===== src/rtl/fetch_ctrl_pkg.sv =====
// Shared encodings for the instruction fetch controller.
`default_nettype none

package fetch_ctrl_pkg;

    localparam logic [31:0] NOP_INST = 32'h0000_0013;

    typedef enum logic [1:0] {
        BOOT = 2'd0,
        REQ  = 2'd1,
        WAIT = 2'd2
    } fetch_state_t;

    function automatic logic [31:0] word_align(input logic [31:0] addr);
        return {addr[31:2], 2'b00};
    endfunction

endpackage

`default_nettype wire


===== src/rtl/fetch_ctrl.sv =====
// Instruction fetch sequencer: owns the PC, keeps one imem request in flight,
// and hands fetched words to IF/ID through a one-entry valid/ready slot.
`default_nettype none

module fetch_ctrl
    import fetch_ctrl_pkg::*;
#(
    parameter logic [31:0] RESET_PC = 32'h0000_0000
) (
    input  logic        clk,
    input  logic        rst_n,
    output logic        imem_req_o,
    output logic [31:0] imem_addr_o,
    input  logic        imem_gnt_i,
    input  logic        imem_rvalid_i,
    input  logic [31:0] imem_rdata_i,
    output logic        if_valid_o,
    input  logic        if_ready_i,
    output logic [31:0] if_inst_o,
    output logic [31:0] if_pc_o,
    input  logic        redirect_i,
    input  logic [31:0] redirect_pc_i
);

    fetch_state_t state;
    logic [31:0]  pc_q;
    logic [31:0]  req_pc_q;
    logic         kill_q;
    logic         fire;
    logic         resp;
    logic         load;

    // Only request when the slot is empty or being drained this cycle, so a
    // returning word can never land on an unconsumed instruction.
    assign imem_req_o  = (state == REQ) && (!if_valid_o || if_ready_i);
    assign imem_addr_o = (state == REQ) ? pc_q : 32'h0000_0000;
    assign fire        = imem_req_o && imem_gnt_i;
    assign resp        = (state == WAIT) && imem_rvalid_i;
    assign load        = resp && !kill_q && !redirect_i;

    always_ff @(posedge clk or negedge rst_n) begin
        if (!rst_n) begin
            state      <= BOOT;
            pc_q       <= RESET_PC;
            req_pc_q   <= 32'h0000_0000;
            kill_q     <= 1'b0;
            if_valid_o <= 1'b0;
            if_inst_o  <= NOP_INST;
            if_pc_o    <= 32'h0000_0000;
        end else begin
            if (if_valid_o && if_ready_i) begin
                if_valid_o <= 1'b0;
            end

            case (state)
                BOOT: begin
                    state <= REQ;
                    if (redirect_i) begin
                        pc_q <= word_align(redirect_pc_i);
                    end
                end
                REQ: begin
                    if (fire) begin
                        state    <= WAIT;
                        req_pc_q <= pc_q;
                        pc_q     <= pc_q + 32'd4;
                        kill_q   <= redirect_i;
                    end
                end
                WAIT: begin
                    if (resp) begin
                        state  <= REQ;
                        kill_q <= 1'b0;
                    end else if (redirect_i) begin
                        kill_q <= 1'b1;
                    end
                    if (load) begin
                        if_inst_o  <= imem_rdata_i;
                        if_pc_o    <= req_pc_q;
                        if_valid_o <= 1'b1;
                    end
                end
                default: begin
                    state <= BOOT;
                end
            endcase

            // Redirect overrides the sequential PC and flushes the output slot.
            if (redirect_i && state != BOOT) begin
                pc_q       <= word_align(redirect_pc_i);
                if_valid_o <= 1'b0;
            end
        end
    end

endmodule

`default_nettype wire


===== config.mk =====
export PLATFORM = sky130hd
export DESIGN_NAME = fetch_ctrl
export DESIGN_NICKNAME = d
export VERILOG_FILES = /design/src/rtl/fetch_ctrl_pkg.sv /design/src/rtl/fetch_ctrl.sv
export SDC_FILE = /design/constraint.sdc
export NUM_CORES = 1
export LEC_CHECK = 0
export CORE_UTILIZATION = 53
export CTS_BUF_LIST = sky130_fd_sc_hd__clkbuf_2 sky130_fd_sc_hd__clkbuf_4 sky130_fd_sc_hd__clkbuf_8
export CTS_CLUSTER_SIZE = 16
export DETAILED_ROUTE_END_ITERATION = 16
export PLACE_DENSITY = 0.88
export SYNTH_ARGS = -nofsm -noshare
export SYNTH_HDL_FRONTEND = slang
export SYNTH_SLANG_ARGS = --single-unit

===== constraint.sdc =====
create_clock -name clk -period 4.2 [get_ports clk]
set_input_delay 1.05 -clock clk [delete_from_list [all_inputs] [get_ports clk]]
set_output_delay 1.05 -clock clk [all_outputs]
set_load 0.03 [all_outputs]

After elaboration in Yosys (flattened, before gate mapping)
Cells that the tools add are included.

Bits in registers: 132. Bits of input ports: 70. Output and inout bits: 98. Logic and storage cells: 51.

Add/subtract/negate cells: 1. Equal/unequal tests: 7. Mux-type cells: 16. Reductions and logical operators: 20.

Operator list (number): 32-bit 2-to-1 mux (4); 32-bit case mux with 2 select lines (1); 32-bit by 3-bit adder with 32-bit output (second input constant) (1); 1-bit logical AND (7); 1-bit 2-to-1 mux (7); 3-bit inequality test (second input constant) (2); 2-bit case mux with 3 select lines (1); 2-bit AND reduction (3); 3-bit AND reduction (2); 2-bit 2-to-1 mux (2); 2-bit inequality test (second input constant) (2); 2-bit nonzero test (2); 1-bit zero test (3); 3-bit by 2-bit inequality test with 1-bit output (second input constant) (1); 3-bit nonzero test (1); 2-bit by 1-bit == test with 1-bit output (second input constant) (1); 2-bit == test (second input constant) (1); 2-bit zero test (1); 1-bit case mux with 2 select lines (1); 1-bit logical OR (1).

Logic depth before layout (Yosys ltp)
Depth after elaboration: 7. Depth in mapped cells: 8. Depth with buffers taken out: 6.

Least setup slack after synthesis
OpenSTA, ideal clock, no wires.

Path kind: in2reg. From: input redirect_i. To: register if_inst_o[10]. Setup time: 125 ps. Arrival: 2564 ps. Data required time: 4075 ps. Setup slack: 1511 ps. Stages: 5. Path buffers: 3. Path through: buf_6 or4b_2 clkbuf_1 clkbuf_1 mux2_2.

Longest elaborated chain between the ends: 3.

RTL lines: start: declaration (line fetch_ctrl.sv:21) `input logic redirect_i,`; 1-bit zero test (line fetch_ctrl.sv:39) `assign load = resp && !kill_q && !redirect_i;`; 1-bit logical AND (line fetch_ctrl.sv:39); 2-bit AND reduction (no source line); end signal: assignment (line fetch_ctrl.sv:78) `if_inst_o <= imem_rdata_i;`; end: declaration (line fetch_ctrl.sv:19) `output logic [31:0] if_inst_o,`.

Every way passes these cells. A chain may end at the register's enable or synchronous reset.

Worst setup path after layout
From: input if_ready_i. To: output imem_req_o.

Longest elaborated chain between the ends: 2.

RTL lines: start: declaration (line fetch_ctrl.sv:18) `input logic if_ready_i,`; 1-bit logical OR (line fetch_ctrl.sv:35) `assign imem_req_o = (state == REQ) && (!if_valid_o || if_ready_i);`; 1-bit logical AND (line fetch_ctrl.sv:35); end: declaration (line fetch_ctrl.sv:12) `output logic imem_req_o,`.

Every way passes these cells.

==> flow_summary.toml <==
[floorplan]
rows = 37
dieArea_um2 = 11220
ios = 168
core_area_um2 = 10420
die_w_um = 105.9
dieHeight_um = 105.9
start_util_pct = 54.94

[clock_network]
numCtsBuffers = 17
htreeDepth = 4
postCtsSetupBuffers = 0
cts_num_sinks = 126
cts_tree = "done"
insertion_delay_ps = 420
cts_resized = 0
clockRootBuffer = "clkbuf_8"
clk_pin_slew_worst_paths_ps = 70
hold_buffers = 0
cts_buffer_depth = 2

[route]
top_layer = "met4"
firstDrtPassIters = 5
wl_per_cell_um = 17.35
routed_wirelength_um = 14800
first_iter_violations = 258
wl_met2_um = 7508
ant_nets = 0
drcViolationCount = 0
via_count = 4779
m1WireLength_um = 6184
dr_wl_met3_um = 827
vias_per_cell = 5.603

[setup_path]
worstSetupPathType = "input port to output pin"
arrival_ps = 2640
worst-path-max-fanout = 7
worst_setup_path_start_kind = "input port"
endpoint_kind = "output pin"
worstPathRequired_ps = 3150

[grt]
grt_pass1_wl_um = 23940
grt_pass1_vias = 4818
grt_max_degree = 68
grt_usage_pct = 27.48
gr-total-overflow = 0
antenna_found_initial = 0

[sta]
hold_viol = 0
slew_headroom_pct = 29.28
finalCriticalPeriod_ps = 3687
rsz0062_at_grt = "false"
fmax_mhz = 271.2
worst_slew_pin_slew_ps = 1061
setup_violations = 0
fin_worst_skew_ps = 11.24
final_max_slew_viol_count = 0
fin_ws_ps = 513.1
period_share_pct = 87.78
finalSetupTns_ps = 0

[placement]
io_buffer_count = 161
placed_area_um2 = 7391
place_hpwl_um = 10200
place.gp.congestion = 0.9003
dp_slack_ps = 522.2

[pwr]
ir_drop_uv = 369.0
p_leak_nw = 3.439
powerDensity_nw_per_um2 = 776.7
finalPower_mw = 6.068

[final_layout]
final_util_pct = 75.00
final_cell_mix = "160 x clkdlybuf4s50_1, 123 x dfrtp_1, 117 x nand2_1"
syn_to_final_growth_pct = 36.51
final_nets = 775
layout-drive-gt1-share_pct = 15.48
n_antenna_cell = 0
design_area_um2 = 7812
layout_commonest_cell = "clkdlybuf4s50_1"

[synth]
ys_ff_latch = 126
synth_edf_count = 0
synth_top_area_share_pct = 53.78
yosysSeqAreaShare_pct = 55.16
syn_area_um2 = 5723
ys_types = 51
yosys.area.top_type = "dfrtp_1"
synth_area_leaders = "dfrtp_1 54%, mux2_2 12%, nand2_1 7.7%"
synthArstFlopShare_pct = 100.0
netlist_instances = 556
syn_area_per_cell_um2 = 10.29
synth_warnings = 0
synth-main-ff-cell = "dfrtp_1"

[flow_run]
maxCapViolations = 0

[status]
status = "finished, final reports clean"

[min_path]
hold_path_class = "flip-flop to flip-flop"
area by class of cell:
class	count	area (um^2)
repair buffers	169	1682
fillers	743	2604
inverters	4	15.01
multi-input cells	386	2367
clock buffers	17	234.0
well taps	136	170.2
flip-flops and latches	126	3157
clock inverters	15	187.7
cell usage after synthesis, types with 3 or more instances:
| cell | instances |
|---|---|
| inv_1 | 3 |
| o21ai_0 | 22 |
| and4_1 | 5 |
| nand4_1 | 7 |
| and2_1 | 31 |
| clkbuf_1 | 33 |
| nor2_1 | 24 |
| xnor2_1 | 5 |
| a31oi_1 | 4 |
| mux2_2 | 61 |
| dfstp_2 | 3 |
| nand3_1 | 13 |
| nor4_1 | 6 |
| a21oi_1 | 28 |
| buf_4 | 6 |
| nand2_1 | 117 |
| o22ai_1 | 7 |
| dfrtp_1 | 123 |
| nand2b_1 | 4 |
| and3_1 | 8 |
| nor3_1 | 8 |
cells by family (layout without fill, tap and decap cells):
logic type	Yosys count	in the layout	share of synthesized area, %
DFF	126	126	55.16
xor gates and xnor gates	5	5	0.7652
and+or+nand+nor	233	233	19.33
muxes	62	62	12.18
buffers and inverters	47	205	3.782
other	1	4	0.06553
AOI/OAI and AO/OA	81	81	8.505
adders and majority gates	1	1	0.2186
registers in the layout, indices dropped and copies added, names as in the netlist:
signal / count
state: 2
pc_q: 30
if_inst_o: 32
kill_q: 1
if_pc_o: 30
if_valid_o: 1
req_pc_q: 30
where the power goes:
| group | switching, mW | internal (mW) | leakage, nW |
|---|---|---|---|
| sequential | 0.414 | 1.72 | 1.56 |
| combinational | 1.61 | 1.23 | 1.68 |
| clock | 0.496 | 0.596 | 0.204 |
final timing paths:
path	start	endpoint	slack (ps)	cells after the start
worst max-delay path	if_ready_i	imem_req_o	510	4
worst min-delay path	req_pc_q[31]	req_pc_q[31]	480	2
worst max register to register	state[0]	pc_q[13]	1570	6
worst min register to register	req_pc_q[31]	req_pc_q[31]	480	2
max in group asynchronous	rst_n	if_pc_o[27]	2690	2
min in group asynchronous	rst_n	if_inst_o[29]	680	1
per-stage QoR:
| stage | hold slack [ps] | instances |
|---|---|---|
| floorplan | 441.8 | 559 |
| global placement | 454.4 | 821 |
| detailed placement | 459.2 | 821 |
| CTS | 477.5 | 853 |
| global route | 505.1 | 853 |
| finish | 479.5 | 853 |
layer usage:
| metal | track usage (%) | up-vias |
|---|---|---|
| met1 | 35.01 | 2348 |
| met2 | 46.59 | 205 |
| li1 | - | 2201 |
| met4 | 10.12 | 0 |
| met5 | 0 | - |
| met3 | 5.518 | 25 |
worst max-delay path, stage by stage:
cell and delay (ps):
clkdlybuf4s50_1 450, nand2b_1 300, and2_1 180, clkdlybuf4s50_1 660
Power figures use the tool's default switching activity.
